File: config.mk
export PLATFORM = sky130hd
export DESIGN_NAME = buffer_teclas
export DESIGN_NICKNAME = d
export VERILOG_FILES = /design/src/rtl/teclado_pkg.sv /design/src/rtl/scan_a_ascii.sv /design/src/rtl/buffer_teclas.sv
export SDC_FILE = /design/constraint.sdc
export NUM_CORES = 1
export LEC_CHECK = 0
export BUFFER_PORTS_ARGS = -buffer_cell sky130_fd_sc_hd__buf_2
export CORE_AREA = 2 2 114 116
export CTS_BUF_LIST = sky130_fd_sc_hd__clkbuf_4 sky130_fd_sc_hd__clkbuf_8
export CTS_CLUSTER_DIAMETER = 40
export CTS_CLUSTER_SIZE = 12
export DETAILED_ROUTE_END_ITERATION = 8
export DIE_AREA = 0 0 116 118
export PLACE_DENSITY = 0.67
export SYNTH_ARGS = -nofsm -noshare
export SYNTH_HDL_FRONTEND = slang
export SYNTH_SLANG_ARGS = --single-unit
export TNS_END_PERCENT = 100
File: constraint.sdc
create_clock -name reloj -period 3.95 [get_ports reloj]
set_input_delay 0.395 -clock reloj [delete_from_list [all_inputs] [get_ports reloj]]
set_output_delay 0.395 -clock reloj [all_outputs]
set_load 0.02 [all_outputs]
File: src/rtl/teclado_pkg.sv
// rtl/teclado_pkg.sv - scan-code constants and prefix FSM encoding for the keyboard buffer
package teclado_pkg;

   localparam logic [7:0] COD_F0     = 8'hF0;
   localparam logic [7:0] COD_E0     = 8'hE0;
   localparam logic [7:0] COD_LSHIFT = 8'h12;
   localparam logic [7:0] COD_RSHIFT = 8'h59;
   localparam logic [7:0] COD_ENTER  = 8'h5A;
   localparam logic [7:0] COD_SPACE  = 8'h29;
   localparam logic [7:0] COD_BKSP   = 8'h66;

   typedef enum logic [1:0] {
      REPOSO   = 2'd0,
      RUPTURA  = 2'd1,
      EXT      = 2'd2,
      EXT_RUPT = 2'd3
   } estado_t;

   // Either Shift key, left or right
   function automatic logic es_shift(input logic [7:0] cod);
      return (cod == COD_LSHIFT) || (cod == COD_RSHIFT);
   endfunction

endpackage

File: src/rtl/scan_a_ascii.sv
// rtl/scan_a_ascii.sv - combinational set-2 make code to ASCII map
module scan_a_ascii
   import teclado_pkg::*;
(
   input  logic [7:0] code,
   input  logic       shift,
   output logic [7:0] ascii,
   output logic       valido
);

   logic [7:0] base;
   logic       letra;

   // Look up the unshifted character; letters are folded to uppercase afterwards
   always_comb begin
      base   = 8'h00;
      letra  = 1'b0;
      valido = 1'b1;
      case (code)
         8'h1C: begin base = "a"; letra = 1'b1; end
         8'h32: begin base = "b"; letra = 1'b1; end
         8'h21: begin base = "c"; letra = 1'b1; end
         8'h23: begin base = "d"; letra = 1'b1; end
         8'h24: begin base = "e"; letra = 1'b1; end
         8'h2B: begin base = "f"; letra = 1'b1; end
         8'h34: begin base = "g"; letra = 1'b1; end
         8'h33: begin base = "h"; letra = 1'b1; end
         8'h43: begin base = "i"; letra = 1'b1; end
         8'h3B: begin base = "j"; letra = 1'b1; end
         8'h42: begin base = "k"; letra = 1'b1; end
         8'h4B: begin base = "l"; letra = 1'b1; end
         8'h3A: begin base = "m"; letra = 1'b1; end
         8'h31: begin base = "n"; letra = 1'b1; end
         8'h44: begin base = "o"; letra = 1'b1; end
         8'h4D: begin base = "p"; letra = 1'b1; end
         8'h15: begin base = "q"; letra = 1'b1; end
         8'h2D: begin base = "r"; letra = 1'b1; end
         8'h1B: begin base = "s"; letra = 1'b1; end
         8'h2C: begin base = "t"; letra = 1'b1; end
         8'h3C: begin base = "u"; letra = 1'b1; end
         8'h2A: begin base = "v"; letra = 1'b1; end
         8'h1D: begin base = "w"; letra = 1'b1; end
         8'h22: begin base = "x"; letra = 1'b1; end
         8'h35: begin base = "y"; letra = 1'b1; end
         8'h1A: begin base = "z"; letra = 1'b1; end
         8'h45: base = "0";
         8'h16: base = "1";
         8'h1E: base = "2";
         8'h26: base = "3";
         8'h25: base = "4";
         8'h2E: base = "5";
         8'h36: base = "6";
         8'h3D: base = "7";
         8'h3E: base = "8";
         8'h46: base = "9";
         COD_SPACE: base = 8'h20;
         COD_ENTER: base = 8'h0D;
         COD_BKSP:  base = 8'h08;
         default:   valido = 1'b0;
      endcase
      ascii = (letra && shift) ? (base - 8'h20) : base;
   end

endmodule

File: src/rtl/buffer_teclas.sv
// rtl/buffer_teclas.sv - scan-code prefix tracking, ASCII translation and show-ahead character FIFO
module buffer_teclas
   import teclado_pkg::*;
#(
   parameter int PROF      = 8,
   parameter int ANCHO_ERR = 8
)(
   input  logic                 reloj,
   input  logic                 reset,
   input  logic [7:0]           dato_listo,
   input  logic                 tick,
   input  logic                 paridad,
   input  logic                 xor_dato,
   input  logic                 leer,
   output logic [7:0]           ascii_out,
   output logic                 hay_dato,
   output logic                 lleno,
   output logic                 desborde,
   output logic                 shift_activo,
   output logic [ANCHO_ERR-1:0] cnt_err
);

   localparam int AW = $clog2(PROF);

   estado_t       estado, estado_sig;
   logic          shift_sig;
   logic          escribir;
   logic          byte_ok, byte_malo;
   logic [7:0]    ascii_map;
   logic          map_valido;

   logic [AW:0]   rd_ptr, wr_ptr, rd_sig, wr_sig;
   logic [7:0]    mem [PROF];
   logic          vacio, pop, push, descarte;
   logic [7:0]    cabeza_sig;

   // Odd parity holds when the received bit differs from the local XOR
   assign byte_ok   = tick && (paridad != xor_dato);
   assign byte_malo = tick && (paridad == xor_dato);

   scan_a_ascii u_mapa (
      .code   (dato_listo),
      .shift  (shift_activo),
      .ascii  (ascii_map),
      .valido (map_valido)
   );

   // Prefix FSM: decide next state, Shift update and whether a character is queued
   always_comb begin
      estado_sig = estado;
      shift_sig  = shift_activo;
      escribir   = 1'b0;
      if (byte_ok) begin
         case (estado)
            REPOSO: begin
               if (dato_listo == COD_F0)
                  estado_sig = RUPTURA;
               else if (dato_listo == COD_E0)
                  estado_sig = EXT;
               else if (es_shift(dato_listo))
                  shift_sig = 1'b1;
               else if (map_valido)
                  escribir = 1'b1;
            end
            RUPTURA: begin
               if (es_shift(dato_listo))
                  shift_sig = 1'b0;
               estado_sig = REPOSO;
            end
            EXT: begin
               estado_sig = (dato_listo == COD_F0) ? EXT_RUPT : REPOSO;
            end
            EXT_RUPT: begin
               estado_sig = REPOSO;
            end
            default: estado_sig = REPOSO;
         endcase
      end
   end

   // FSM state, Shift flag and saturating parity-error counter
   always_ff @(posedge reloj or posedge reset) begin
      if (reset) begin
         estado       <= REPOSO;
         shift_activo <= 1'b0;
         cnt_err      <= '0;
      end else begin
         estado       <= estado_sig;
         shift_activo <= shift_sig;
         if (byte_malo && (cnt_err != '1))
            cnt_err <= cnt_err + ANCHO_ERR'(1);
      end
   end

   // A full FIFO still accepts a push when the same cycle pops, since a slot frees up
   assign vacio    = (rd_ptr == wr_ptr);
   assign lleno    = (rd_ptr[AW-1:0] == wr_ptr[AW-1:0]) && (rd_ptr[AW] != wr_ptr[AW]);
   assign hay_dato = !vacio;
   assign pop      = leer && !vacio;
   assign push     = escribir && (!lleno || pop);
   assign descarte = escribir && lleno && !pop;
   assign rd_sig   = rd_ptr + (AW+1)'(pop);
   assign wr_sig   = wr_ptr + (AW+1)'(push);

   // Next head value: bypass the incoming character when it lands in the head slot
   always_comb begin
      cabeza_sig = ascii_out;
      if (rd_sig != wr_sig) begin
         if (push && (wr_ptr[AW-1:0] == rd_sig[AW-1:0]))
            cabeza_sig = ascii_map;
         else
            cabeza_sig = mem[rd_sig[AW-1:0]];
      end
   end

   // Character storage, no reset needed since pointers qualify every entry
   always_ff @(posedge reloj) begin
      if (push)
         mem[wr_ptr[AW-1:0]] <= ascii_map;
   end

   // Pointers, registered show-ahead head and sticky overflow flag
   always_ff @(posedge reloj or posedge reset) begin
      if (reset) begin
         rd_ptr    <= '0;
         wr_ptr    <= '0;
         ascii_out <= 8'h00;
         desborde  <= 1'b0;
      end else begin
         rd_ptr    <= rd_sig;
         wr_ptr    <= wr_sig;
         ascii_out <= cabeza_sig;
         if (descarte)
            desborde <= 1'b1;
      end
   end

endmodule

==> results.md, run 1 <==
- Core Region: about 12000 um^2
- Clk pin slew, worst setup/hold paths: about 0.090 ns
- Minimum clock period after layout: 3.69 ns
- Yosys Warn Count: 0
- Initial DRC Count: between 300 and 400
- Vias: 3295
- Synthesized instance count: ~370
- Max stage delay on crit path: ~0.55 ns
- Fmax: around 0.27 GHz
- Clock network fraction of total power: 0.186
- Num ports: 34
- Sequential cell area: 2620 um^2
- Max Slew Vio Count: 0
- Post-place instance area: about 5500 um^2
- Syn avg cell area: 13.1 um^2
- Seq pwr share: 0.385
- Count of different cell masters after synthesis: 69
- RSZ-0062 raised after global routing: no
- CP Data Arrival Time: between 3 and 4 ns
- Hpwl dp: 7860 um
- Worst Skew: ~0.015 ns
- Clock sink count: 92
- TritonRoute pass-1 iters: 5
- Switching Share: 0.351
- Via-per-instance ratio: about 5.4
- Cell Rows: 41
- Final wirelength: approximately 11000 um
- Diode count: 0
- Number of global-route vias before repair: around 3300
- Synth Flop Type: edfxtp_1
- Combinational Power Share: 0.429
- Top Usage Layer GRT: met2
- Tightest Hold Check Type: in -> async
- Worst Path Required: approximately 4.2 ns
- Mapped Area: 4880 um^2
- Initial Util: 0.393
- Type of the worst setup path: in -> reg
- P_sw: around 1.2 mW
- First-pass GRT wire length: ~17000 um
- Synth Net Count: slightly below 400
- Pre-CTS setup slack: -0.154 ns
- Register area share after synthesis: 0.537
- CP bufs+invs: 4
- Final #Nets: between 400 and 500
- Largest net degree at the start of global routing: 29
- Fin. Hold Viols: 0
- Remaining Overflow, GRT: 0
- CTS buffer count: 9
- Fin Setup TNS: 0 ns
- Power density over cell area: ~590 nW/um^2
- Worst Setup End Kind: register
- Leak: approximately 2.2 nW
- Critical Path Slowest Stage Cell: or4_1
- Worst path top cell family by delay: simple AND/OR/NAND/NOR gates
- Residual DRC: 0
- GP Congestion: 0.892
- Clk Latency, worst-skew pair: approximately 0.35 ns
- Initial antenna violation count: 0
- GR Util met1: 0.216
- Share of layout cells above drive strength 1: 0.313
- DRT antenna net count: 0
- Min setup slack post-route: 0.257 ns
- Area grow syn2layout: 16.4%
- Ys async rst share: 0.304
- Die Y: 118 um
- Htree depth: 3
- Routed wire per std cell: 17.9 um
- Post-synthesis register bit count: between 90 and 100
- GR Layer Usage met3: 0.0221
- Max cap viols: 0
- Hold_buf cts: 0
- Post-route cell area: between 5000 and 6000 um^2
- Die Wd: around 120 um
- Crit share post-route: 0.935
- Setup Buffers After CTS: 0
- Outcome: finished, final reports clean
- WHS: ~0.33 ns
- Die area: 13700 um^2
- Worst-Margin Slew: ~1.1 ns
- CTS tree: done
- CTS Buffer Depth: 2
- Pint: 2.17 mW
- M2 GR Usage: 0.275
- VDD IR max: ~0.28 mV
- Most used cell, CP: buf_4
- PortBufs: 33
- Clock Tree Root: clkbuf_8
- Post-CTS sizing: 0
- Critical Path Fanout Max: 14
- Max_slew headroom: 0.235
- Crit path cell chain: buf_2 > buf_4 > nor4b_2 > buf_4 > a32oi_1 > o2111ai_1 > a21oi_2 > nor2b_2 > ha_1 > ha_1 > xor2_2 > xor2_1 > or4_1 > buf_4 > nor3b_1 > nor3_1
- Startpoint types: input port
- Post-synth EDFFs: 64
- Multi-input logic area: about 2100 um^2
- GRT Overall Usage: 0.165
- Fillers: approximately 1100
- Final setup fails: 0
## power by group through the flow
stage | Combinational, mW | Sequential (mW) | Clock, mW
detailed placement | 1.44 | 1.30 | 0
global route | 1.55 | 1.30 | 0.671
floorplan | 1.02 | 1.35 | 0
finish | 1.43 | 1.29 | 0.622
CTS | 1.45 | 1.28 | 0.630
global placement | 1.42 | 1.30 | 0
## path summary, 6_finish.rpt
check / endpoint / slack [ns] / startpoint / cells past startpoint
setup / recovery: ascii_out[6] / 0.26 / dato_listo[4] / 16
hold / removal: rd_ptr[0] / 0.33 / reset / 2
setup reg to reg: ascii_out[2] / 0.36 / wr_ptr[2] / 12
hold reg to reg: cnt_err[7] / 0.50 / cnt_err[7] / 1
max in group asynchronous: shift_activo / 2.92 / reset / 2
min in group reloj: desborde / 0.42 / leer / 3
## state kept, by name, indices dropped and copies added, names as in the netlist
register and cells:
ascii_out 8, cnt_err 8, desborde 1, estado 2, mem 64, rd_ptr 4, shift_activo 1, wr_ptr 4
## stage by stage
step                      cells  power (mW)   util
after floorplan             372        2.37      -
after global placement      590        2.72  0.439
after detailed placement    590        2.75  0.439
after CTS                   606        3.36  0.455
after global routing        606        3.53  0.458
final                       606        3.34  0.458
## synth_stat cells (all sizes together) (10+ instances only)
| cell | number | area [um^2] |
|---|---|---|
| dfrtp | 28 | 701 |
| xnor2 | 11 | 96.3 |
| mux4 | 16 | 360 |
| edfxtp | 64 | 1920 |
| nor2 | 17 | 63.8 |
| nand3 | 12 | 60.1 |
| xor2 | 13 | 114 |
| buf | 21 | 120 |
| mux2 | 10 | 113 |
| nand2 | 13 | 48.8 |
## layer usage
layer	routed length (um)	part of all wire	vias to the layer above
met2	5310	0.49	107
met1	4730	0.43	1609
met5	0	0	-
li1	-	-	1557
met3	585	0.054	22
met4	250	0.023	0
## area by class of cell
class / instances / share of cell area
tap: 172 / 0.0379
clock inverter: 7 / 0.0130
clock buffer: 9 / 0.0218
sequential: 92 / 0.461
timing repair buffer: 76 / 0.0903
inverter: 9 / 0.00594
multi-input combinational: 241 / 0.370
## cell usage in the layout, fill, tap and decap left out, drive strengths merged, types with 5 or more instances in the layout
cell type and instances:
nand2 13, o31ai 6, nor3 8, nand2b 9, mux4 16, inv 11, and3 7, nor3b 7
xor2 13, dfrtp 28, clkbuf 9, nor2 17, and4b 5, a21oi 8, nor2b 5, mux2i 9
o21ai 8, buf 76, nand3 12, mux2 10, edfxtp 64, ha 6, xnor2 11
## logic make-up (layout without fill, tap and decap cells)
logic type      count (synthesis)  in the layout  synth area share
fa+ha+maj                       6              6            0.0154
xor+xnor                       24             24            0.0431
simple gates                  122            122             0.165
buf+inv                        39            101            0.0384
compound gates                 54             54            0.0859
flops                          92             92             0.537
mux                            35             35             0.115
(Power assumes the default switching activity.)
==> run 2, diff against run 1 <==
- BUFFER_PORTS_ARGS: -buffer_cell sky130_fd_sc_hd__buf_2 -> -buffer_cell sky130_fd_sc_hd__clkbuf_2
- CTS_CLUSTER_SIZE: 12 -> default
==> run 2 against run 1 <==
Via count is 3.2% lower. Highest routed layer unchanged. Sequential share of layout area increased by 1.5 points. Count of clock-buffer cells in the layout increased by 1. Flip-flop and latch count is the same. Combinational power about the same. Fmax rose by 2.6%.
==> results.md, run 2 (synthesized netlist as in run 1, its figures left out) <==
- Die Wd: 116 um (unchanged)
- Share of layout cells above drive strength 1: 0.276 (-0.0372)
- Residual DRC: 0 (unchanged)
- First-pass GRT wire length: 17400 um (+0.36%)
- Initial DRC Count: 302 (-1.9%)
- Reg-to-Reg Start: wr_ptr[2]
- Tightest Hold Check Type: in -> async
- DRT antenna net count: 0 (unchanged)
- Final #Nets: 435 (-3.1%)
- Max stage delay on crit path: 0.52 ns (-0.03 ns)
- Crit share post-route: 0.911 (-0.0239)
- CTS buffer count: 9 (unchanged)
- Core Region: 12400 um^2 (unchanged)
- PortBufs: 33 (unchanged)
- CTS tree: done
- Worst Path Required: 4.22 ns (about the same)
- Number of global-route vias before repair: 3207 (-3.2%)
- Clk Latency, worst-skew pair: 0.35 ns (about the same)
- Final setup fails: 0 (unchanged)
- Worst Skew: 0.0121 ns (-0.00278 ns)
- Minimum clock period after layout: 3.60 ns (-0.0943 ns)
- Max Slew Vio Count: 0 (unchanged)
- Largest net degree at the start of global routing: 29 (unchanged)
- Worst Setup End Kind: register
- Commonest non-fill, non-tap cell in the layout: edfxtp_1
- Fin. Hold Viols: 0 (unchanged)
- Outcome: finished, final reports clean
- RSZ-0062 raised after global routing: no
- Htree depth: 3 (unchanged)
- Worst-Margin Slew: 1.12 ns (-0.0230 ns)
- Crit path cell chain: clkbuf_2 > buf_4 > nor3b_1 > o311ai_1 > o221a_2 > and3_4 > a21oi_1 > nor2b_1 > ha_1 > ha_1 > xor2_1 > xor2_1 > or4_1 > buf_4 > nor3b_1 > nor3_1
- TritonRoute pass-1 iters: 4 (-1)
- Routed wire per std cell: 18.3 um (+2.1%)
- Clk pin slew, worst setup/hold paths: 0.09 ns (about the same)
- Type of the worst setup path: in -> reg
- Cell Rows: 41 (unchanged)
- CTS Buffer Depth: 2 (unchanged)
- CP Data Arrival Time: 3.87 ns (-0.09 ns)
- Critical Path Slowest Stage Cell: or4_1
- Diode count: 0 (unchanged)
- Final wirelength: 10800 um (-0.29%)
- Area grow syn2layout: 12.8%
- Initial Util: 0.393 (unchanged)
- Num ports: 34 (unchanged)
- Die Y: 118 um (unchanged)
- Pre-CTS setup slack: -0.0856 ns (+0.0685 ns)
- Final Util: 0.443 (-0.0143)
- Reg2reg end: ascii_out[7]
- VDD IR max: 0.253 mV (-9.0%)
- Via-per-instance ratio: 5.39 (-0.93%)
- Hpwl dp: 7670 um (-2.4%)
- Min setup slack post-route: 0.352 ns (+0.0943 ns)
- Startpoint types: input port
- Worst Reg-to-Reg Cells: 12 (unchanged)
- Max FFs per register: 64 (unchanged)
- GP Congestion: 0.930 (+4.2%)
- Leak: 2.12 nW (-4.2%)
- Most frequent cells in the layout: edfxtp_1, clkbuf_2, buf_4, dfrtp_1, nor2_1
- Reg2Reg Setup Slack: 0.46 ns (+0.10 ns)
- GRT Overall Usage: 0.167 (+0.00200)
- Critical Path Fanout Max: 16 (+2)
- Fmax: 0.278 GHz (+2.6%)
- Remaining Overflow, GRT: 0 (unchanged)
- Clock Tree Root: clkbuf_8
- Max_slew headroom: 0.251 (+0.0153)
- Power density over cell area: 592 nW/um^2 (+0.70%)
- Clock sink count: 92 (unchanged)
- Max cap viols: 0 (unchanged)
- Initial antenna violation count: 0 (unchanged)
- Die area: 13700 um^2 (unchanged)
- Vias: 3189 (-3.2%)
==> run 2: report_power, final <==
part | total (mW) | internal (mW) | switching (mW)
Combinational | 1.40 | 0.692 | 0.708
Clock | 0.566 | 0.245 | 0.322
Sequential | 1.29 | 1.16 | 0.132
Total | 3.26 | 2.10 | 1.16
==> run 2: layer usage <==
| metal | track usage | wire (um) | share of wire |
|---|---|---|---|
| met1 | 0.233 | 4930 | 0.45 |
| met5 | 0 | 0 | 0 |
| met2 | 0.273 | 5540 | 0.51 |
| met3 | 0.0252 | 295 | 0.027 |
| met4 | 0.0424 | 78 | 0.0072 |
==> run 2: cell type report <==
class / count / area, um^2
clock buffers: 10 / 138
repair buffers: 62 / 383
flip-flops and latches: 92 / 2620
clock inverters: 6 / 37.5
multi-input cells: 241 / 2080
inverters: 9 / 33.8
fillers: 1152 / 6910
well taps: 172 / 215
==> run 2: critical path, delay by kind of cell <==
family / cells / cell delay, ns
adder cells (fa/ha/maj): 2 / 0.35
AO/OA/AOI/OAI: 3 / 0.58
AND/OR/NAND/NOR: 6 / 1.72
XOR/XNOR: 2 / 0.30
buffers and inverters: 3 / 0.52
==> run 2: what timing repair did <==
action | in CTS | in global routing
hold buffers | 0 | 0
resized for setup | 0 | 1
endpoints found under the hold margin | 0 | 0
setup endpoints to repair | 0 | 1
buffers inserted | 0 | 0
==> run 2: stage by stage <==
stage / hold WS, ns / TNS [ns] / power, mW / instances / instance area, um^2
after floorplan: 0.460 / 0 / 2.37 / 372 / 4880
after global placement: 0.479 / -0.207 / 2.69 / 576 / 5330
after detailed placement: 0.484 / -0.324 / 2.73 / 576 / 5330
after CTS: 0.333 / 0 / 3.30 / 592 / 5500
after global routing: 0.381 / 0 / 3.47 / 592 / 5510
final: 0.300 / 0 / 3.26 / 592 / 5510
==> run 2: worst max-delay path by stage <==
stage,from,endpoint,slack (ns),depth (start not counted)
after CTS,dato_listo[5],ascii_out[6],0.27,16
after floorplan,dato_listo[3],ascii_out[3],0.03,17
final,dato_listo[5],ascii_out[6],0.35,16
after global placement,dato_listo[5],ascii_out[6],-0.07,15
after detailed placement,dato_listo[5],ascii_out[6],-0.09,16
after global routing,dato_listo[5],ascii_out[6],0.11,16
